--- src/rtl/control_unit_p.sv ---
// control_unit_p: fetch/execute sequencer for the accumulator datapath with a
// general-register file, memory-ready stalls, start/halt control and trapping.
module control_unit_p #(
  parameter int unsigned NUM_GPR = 5,
  localparam int unsigned WE_W   = 8 + NUM_GPR,
  localparam int unsigned BUS_W  = $clog2(7 + NUM_GPR)
) (
  input  logic             clk,
  input  logic             rst_n,
  input  logic             start,
  input  logic [7:0]       ir,
  input  logic             z,
  input  logic             mem_ready,
  output logic [WE_W-1:0]  write_en,
  output logic [BUS_W-1:0] bus_ld,
  output logic [1:0]       inc,
  output logic [3:0]       alu_mode,
  output logic [2:0]       clr,
  output logic             dm_wr,
  output logic             im_wr,
  output logic             end_op,
  output logic             illegal,
  output logic             busy
);

  // Fixed datapath register positions at the top of write_en.
  localparam int unsigned WeArb = WE_W - 1;
  localparam int unsigned WeAr  = WE_W - 2;
  localparam int unsigned WePc  = WE_W - 3;
  localparam int unsigned WeDr  = WE_W - 4;
  localparam int unsigned WeIr  = WE_W - 5;
  localparam int unsigned WeAc  = WE_W - 8;

  localparam logic [3:0] OpNop   = 4'd0;
  localparam logic [3:0] OpLdaci = 4'd1;
  localparam logic [3:0] OpStaci = 4'd2;
  localparam logic [3:0] OpMvacr = 4'd3;
  localparam logic [3:0] OpMvrac = 4'd4;
  localparam logic [3:0] OpAdd   = 4'd5;
  localparam logic [3:0] OpSub   = 4'd6;
  localparam logic [3:0] OpMul   = 4'd7;
  localparam logic [3:0] OpLdar  = 4'd8;
  localparam logic [3:0] OpClr   = 4'd9;
  localparam logic [3:0] OpIncac = 4'd10;
  localparam logic [3:0] OpJpnz  = 4'd11;
  localparam logic [3:0] OpJpz   = 4'd12;
  localparam logic [3:0] OpEndop = 4'd13;

  typedef enum logic [3:0] {
    StIdle, StFetch1, StFetch2, StFetch3, StExec1, StExec2, StExec3, StExec4, StHalt
  } state_t;

  state_t state;
  logic   illegal_q;

  logic [3:0]       op;
  logic [3:0]       rsel;
  logic             gpr_op;
  logic             illegal_op;
  logic             jump_op;
  logic             jump_taken;
  logic [BUS_W-1:0] gpr_bus;

  // Instruction decode shared by sequencing and strobe generation.
  always_comb begin
    op         = ir[7:4];
    rsel       = ir[3:0];
    gpr_op     = (op >= OpMvacr) && (op <= OpLdar);
    illegal_op = (op > OpEndop) || (gpr_op && (32'(rsel) >= NUM_GPR));
    jump_op    = (op == OpJpnz) || (op == OpJpz);
    jump_taken = ((op == OpJpnz) && !z) || ((op == OpJpz) && z);
    gpr_bus    = BUS_W'(32'd7 + 32'(rsel));
  end

  // State sequencing and the sticky illegal-instruction flag.
  always_ff @(posedge clk) begin
    if (!rst_n) begin
      state     <= StIdle;
      illegal_q <= 1'b0;
    end else begin
      unique case (state)
        StIdle:   if (start) state <= StFetch1;
        StHalt: begin
          if (start) begin
            state     <= StFetch1;
            illegal_q <= 1'b0;
          end
        end
        StFetch1: state <= StFetch2;
        StFetch2: if (mem_ready) state <= StFetch3;
        StFetch3: state <= StExec1;
        StExec1: begin
          if (illegal_op) begin
            illegal_q <= 1'b1;
            state     <= StHalt;
          end else if ((op == OpLdaci) || (op == OpStaci)) begin
            if (mem_ready) state <= StExec2;
          end else if (jump_op) begin
            if (!jump_taken)    state <= StFetch1;
            else if (mem_ready) state <= StExec2;
          end else if (op == OpEndop) begin
            state <= StHalt;
          end else begin
            state <= StFetch1;
          end
        end
        StExec2:  state <= jump_op ? StFetch1 : StExec3;
        StExec3: begin
          if (op == OpStaci)  state <= StFetch1;
          else if (mem_ready) state <= StExec4;
        end
        StExec4:  state <= StFetch1;
        default:  state <= StIdle;
      endcase
    end
  end

  // Control strobes decoded from the current state (plus ir/z/mem_ready in read states).
  always_comb begin
    write_en = '0;
    bus_ld   = '0;
    inc      = 2'b00;
    alu_mode = 4'd0;
    clr      = 3'b000;
    dm_wr    = 1'b0;
    end_op   = 1'b0;
    unique case (state)
      StIdle:   clr = 3'b111;
      StFetch1: begin
        bus_ld         = BUS_W'(2);
        write_en[WeAr] = 1'b1;
      end
      StFetch2: begin
        bus_ld = BUS_W'(0);
        if (mem_ready) begin
          write_en[WeDr] = 1'b1;
          inc            = 2'b01;
        end
      end
      StFetch3: begin
        bus_ld         = BUS_W'(3);
        write_en[WeIr] = 1'b1;
      end
      StExec1: begin
        if (!illegal_op) begin
          unique case (op)
            OpMvacr: begin
              bus_ld         = BUS_W'(5);
              write_en[rsel] = 1'b1;
            end
            OpMvrac, OpAdd, OpSub, OpMul: begin
              bus_ld         = gpr_bus;
              write_en[WeAc] = 1'b1;
              alu_mode       = (op == OpMvrac) ? 4'd5 : (op - OpAdd);
            end
            OpLdar: begin
              bus_ld          = gpr_bus;
              write_en[WeArb] = 1'b1;
              write_en[WeAr]  = 1'b1;
            end
            OpClr:   clr = rsel[2:0];
            OpIncac: inc = 2'b10;
            OpLdaci, OpStaci: begin
              bus_ld         = BUS_W'(0);
              write_en[WeDr] = mem_ready;
            end
            OpJpnz, OpJpz: begin
              if (jump_taken) begin
                bus_ld         = BUS_W'(0);
                write_en[WeDr] = mem_ready;
              end else begin
                inc = 2'b01;
              end
            end
            OpEndop: end_op = 1'b1;
            default: ;
          endcase
        end
      end
      StExec2: begin
        bus_ld = BUS_W'(3);
        if (jump_op) begin
          write_en[WePc] = 1'b1;
        end else begin
          write_en[WeArb] = 1'b1;
          write_en[WeAr]  = 1'b1;
          inc             = 2'b01;
        end
      end
      StExec3: begin
        if (op == OpStaci) begin
          bus_ld = BUS_W'(5);
          dm_wr  = 1'b1;
        end else begin
          bus_ld         = BUS_W'(1);
          write_en[WeDr] = mem_ready;
        end
      end
      StExec4: begin
        bus_ld         = BUS_W'(3);
        write_en[WeAc] = 1'b1;
        alu_mode       = 4'd5;
      end
      default: ;
    endcase
  end

  assign im_wr   = 1'b0;
  assign illegal = illegal_q;
  assign busy    = (state != StIdle) && (state != StHalt);

  // Opcode OpNop needs no strobes; keep the name referenced for readers.
  logic unused_nop;
  assign unused_nop = (op == OpNop);

endmodule

--- config.mk ---
export PLATFORM = sky130hd
export DESIGN_NAME = control_unit_p
export DESIGN_NICKNAME = d
export VERILOG_FILES = /design/src/rtl/control_unit_p.sv
export SDC_FILE = /design/constraint.sdc
export NUM_CORES = 1
export LEC_CHECK = 0
export BUFFER_PORTS_ARGS = -buffer_cell sky130_fd_sc_hd__buf_2
export CORE_ASPECT_RATIO = 1.5
export CORE_UTILIZATION = 43
export CTS_CLUSTER_SIZE = 25
export DETAILED_ROUTE_END_ITERATION = 12
export PLACE_DENSITY = 0.72
export SYNTH_ARGS = -nofsm -noshare
export SYNTH_HDL_FRONTEND = slang
export SYNTH_SLANG_ARGS = --single-unit
--- constraint.sdc ---
create_clock -name clk -period 2.6 [get_ports clk]
set_clock_uncertainty 0.2 [all_clocks]
set_input_delay 0.52 -clock clk [delete_from_list [all_inputs] [get_ports clk]]
set_output_delay 0.52 -clock clk [all_outputs]
set_load 0.05 [all_outputs]
==> reports/qor.csv, run 1 <==
stage,metric,value,unit
outcome,run status,did not finish,
outcome,Halt Stage,global routing,
outcome,stop err,[ERROR GRT-0232] Routing congestion too high. Check the congestion heatmap in the GUI.,
synth,post-synth top area cell,dfxtp_1,
placed_design,number of port buffers,41,
synth,Synth area leaders,"dfxtp_1 9.7%, ha_1 6.1%, and2_1 5.5%",
clocking,Num CTS Buffers,3,
synth,Synth top area share,9.74,%
placed_design,dpl ws,-0.345,ns
floorplan,Die H,61.9,um
global_routing,total gr overflow,8,
synth,"Top FF cell, synth",dfxtp_1,
clocking,CTS Buffer Depth,2,
synth,commonest cells in the synthesized netlist,"13 x nand2_1, 13 x nor2_1, 9 x and2_1, 9 x o21ai_0",
synth,post-synthesis sequential area ratio,9.74,%
global_routing,Total GRT Usage,59.0,%
floorplan,# IOs,44,
synth,Netlist Area Pre-Place,0.00103,mm^2
clocking,clk sinks,5,
synth,Yosys cell types,49,
synth,ys async rst share,0,%
floorplan,Die Wd,41.9,um
placed_design,post-detail-place hpwl,3100,um
synth,"EDFF count, synth",0,
synth,YS warnings,0,
sta,"Worst endpoint, post-GRT repair",alu_mode[2],
synth,Mean Syn Cell Area,6.94,um^2
placed_design,Final GP Congestion,0.939,
synth,Seq cells post-synth,5,
clocking,Root Buffer,clkbuf_4,
clocking,H-tree Lvls,1,
global_routing,largest net degree at the start of global routing,14,
placed_design,"Cell Area, Placed",0.00168,mm^2
floorplan,Starting Density,46.0,%
synth,Cells after Synth,148,
sta,Worst EP kind,top-level output,
floorplan,# rows,21,
-- logic make-up after synthesis --
logic type / Yosys count / share of synthesized area (%)
other cells: 1 / 0.365
compound gates: 45 / 34.7
simple gates: 73 / 40.0
xor+xnor: 2 / 1.71
flops: 5 / 9.74
fa+ha+maj: 5 / 6.09
buf+inv: 17 / 7.43
-- stage by stage --
step | instances | utilization, %
4_1_cts | 252 | 86.8
3_5_place_dp | 246 | 75.4
3_3_place_gp | 246 | 75.4
2_1_floorplan | 149 | -
-- repair_timing --
item,CTS
gates resized for setup,63
pin swaps,8
buffers inserted,2
endpoints found under the setup margin,24
hold buffers,0
-- routing by layer --
metal	overflow	GRT usage (%)
met3	0	32.9
met4	2	65.9
met1	0	50.9
met2	6	92.9
met5	0	0
==> run 2, diff against run 1 <==
Settings changed: CORE_AREA from default to 2 2 63 65, CORE_ASPECT_RATIO 1.5 to default, CORE_UTILIZATION 43 to default, CTS_CLUSTER_SIZE 25 to default, DIE_AREA from default to 0 0 65 67, PLACE_DENSITY 0.72 to default, PLACE_DENSITY_LB_ADDON from default to 0.15.
Clock period 2.6 ns to 3.4 ns, I/O delays scaled along.
==> run 2 against run 1 <==
Compared with the run above:
- synthesized area unchanged
- the run now ends clean
- synthesized cell count unchanged
==> reports/qor.csv, run 2 <==
stage,metric,value,unit,change
outcome,run status,completed,,was did not finish
synth,Synth area leaders,"dfxtp_1 9.7%, ha_1 6.1%, and2_1 5.5%",,unchanged
pwr,Total Power,0.687,mW,
finish,# diodes,0,,
finish,share of layout cells above drive strength 1,35.6,%,
placed_design,number of port buffers,41,,unchanged
sta,hold slack,0.310,ns,
pwr,Int Power,0.280,mW,
pwr,Cell Pwr Density,485,mW/mm^2,
drt,Antenna Nets Post-Route,0,,
floorplan,# rows,22,,was 21
finish,# fillers,405,,
pwr,Worst VDD drop,329,uV,
pwr,combinational share of power,68.9,%,
worst_setup_path,CP endpoint kind,primary output,,
drt,wire per inst,13.6,um,
finish,"most common cell after layout, fill and taps aside",buf_2,,
drt,detailed-router iteration count before antenna repair,4,,
drt,via count,1275,,
floorplan,# IOs,44,,unchanged
clocking,clk sinks,5,,unchanged
drt,Iteration-0 DRC Markers,45,,
synth,"EDFF count, synth",0,,unchanged
synth,ys async rst share,0,%,unchanged
synth,Mean Syn Cell Area,6.94,um^2,unchanged
finish,nets,213,,
worst_setup_path,Required @ worst endpoint,2.52,ns,
global_routing,vias in the first global route,1134,,
global_routing,Total GRT Usage,15.4,%,
global_routing,total gr overflow,0,,
sta,Setup Viol. Count Final,0,,
floorplan,Starting Density,28.5,%,was 46.0%
synth,Yosys cell types,49,,unchanged
sta,final worst slack,0.111,ns,
clocking,H-tree Lvls,1,,unchanged
synth,Synth top area share,9.74,%,unchanged
drt,final WL,3290,um,
floorplan,Die H,67,um,was 61.9 um
clocking,CTS tree,built,,
pwr,Reg power frac,15.0,%,
sta,TNS Setup,0,ns,
pwr,Leak,0.656,nW,
synth,post-synthesis sequential area ratio,9.74,%,unchanged
floorplan,die area,0.00436,mm^2,
clocking,latest clock arrival within the worst-skew pair,0.22,ns,
clocking,# hold bufs at CTS,0,,unchanged
placed_design,Final GP Congestion,0.859,,was 0.939
sta,FMAX,304,MHz,
finish,Area Growth Syn to Fin,37.9,%,
sta,final period utilization,96.7,%,
sta,RSZ-0062 raised after global routing,false,,
synth,YS warnings,0,,unchanged
clocking,Root Buffer,clkbuf_8,,was clkbuf_4
flow_run,max-cap viol count,0,,
pwr,clock share of power,16.0,%,
global_routing,first-pass GRT wire length,5330,um,
clocking,number of post-CTS setup repair buffers,0,,was 2
global_routing,largest net degree at the start of global routing,15,,
synth,Cells after Synth,148,,unchanged
sta,Max Slew Vio Count,0,,
synth,Netlist Area Pre-Place,0.00103,mm^2,unchanged
synth,"Top FF cell, synth",dfxtp_1,,unchanged
worst_setup_path,crit path launch type,input pin,,
clocking,"Clk pin slew, worst setup/hold paths",0.03,ns,
worst_setup_path,crit path kind,input pin to primary output,,
clocking,CTS Buffer Depth,2,,unchanged
drt,Post-route DRC,0,,
floorplan,Die Wd,65,um,was 41.9 um
finish,max reg flops,4,,
sta,minimum clock period,3.29,ns,
pwr,switching power,0.407,mW,
sta,Final Hold Viols,0,,
synth,post-synth top area cell,dfxtp_1,,unchanged
drt,Via density,5.27,,
floorplan,Core ar.,0.00361,mm^2,
clocking,Num CTS Buffers,3,,unchanged
placed_design,dpl ws,0.0617,ns,was -0.345 ns
min_path,Hold WC Path Type,flop to flop,,
global_routing,initial antenna violation count,0,,
synth,commonest cells in the synthesized netlist,"13 x nand2_1, 13 x nor2_1, 9 x and2_1, 9 x o21ai_0",,unchanged
worst_setup_path,Critical Path Fanout Max,4,,
placed_design,post-detail-place hpwl,2630,um,was 3100 um
finish,largest register by flop count,state,,
finish,"commonest cells after routing, fill and taps aside","40 x buf_2, 13 x nand2_1, 12 x nor2_1, 12 x buf_4",,
pwr,Net Sw Frac,59.2,%,
synth,Seq cells post-synth,5,,unchanged
worst_setup_path,arrival time worst endpoint,2.41,ns,
## run 2: worst max-delay path: stages
cell and delay [ns]:
buf_2 0.09, inv_1 0.07, ha_1 0.18, nand2b_1 0.17, buf_4 0.15, nand3_1 0.13
o2111ai_4 0.15, buf_4 0.18, nor2_1 0.20, a21o_1 0.15, buf_2 0.25
## run 2: per-stage QoR
stage                     instances  cell area (um^2)  utilization [%]
final                           242              1420             39.3
after detailed placement        238              1360             37.8
after global routing            242              1420             39.3
after floorplan                 149              1070                -
after CTS                       242              1410             39.0
after global placement          238              1360             37.8
## run 2: layout make-up
cell class / instances / area (um^2) / area share, %
multi-input cells: 127 / 898 / 63.4
repair buffers: 52 / 290 / 20.5
flip-flops and latches: 5 / 100 / 7.07
well taps: 48 / 60.1 / 4.24
clock buffers: 4 / 45.0 / 3.18
inverters: 6 / 22.5 / 1.59
## run 2: repair_timing
| item | 4_1_cts | 5_1_grt |
|---|---|---|
| resized for setup | 0 | 4 |
| setup endpoints to repair | 0 | 9 |
| hold endpoints to repair | 0 | 0 |
## run 2: power by group through the flow
stage	Combinational, mW	Clock (mW)	Sequential [mW]
floorplan	0.395	0	0.0762
global placement	0.473	0	0.104
detailed placement	0.474	0	0.104
CTS	0.475	0.114	0.103
global route	0.509	0.114	0.107
finish	0.473	0.110	0.103
## run 2: layer usage
metal	vias to the layer above	wire (um)	GRT usage [%]
met1	606	1570	21.7
met4	0	36	5.32
met2	30	1570	24.9
met3	5	115	0.845
li1	634	-	-
met5	-	0	0
## run 2: cells by family after synthesis
logic type,Yosys count,synth area share (%)
flops,5,9.74
xor+xnor,2,1.71
buf+inv,17,7.43
simple gates,73,40.0
compound gates,45,34.7
other cells,1,0.365
fa+ha+maj,5,6.09
## run 2: worst paths after layout
check	slack [ns]	start	endpoint	depth (start not counted)
setup / recovery	0.11	ir[1]	clr[2]	11
hold / removal	0.31	illegal$_SDFFE_PN0P_	illegal$_SDFFE_PN0P_	2
setup reg to reg	1.32	state[2]$_SDFFE_PN0P_	state[0]$_SDFFE_PN0P_	6
hold reg to reg	0.31	illegal$_SDFFE_PN0P_	illegal$_SDFFE_PN0P_	2
Note: power is estimated with default switching activity, not from simulation.
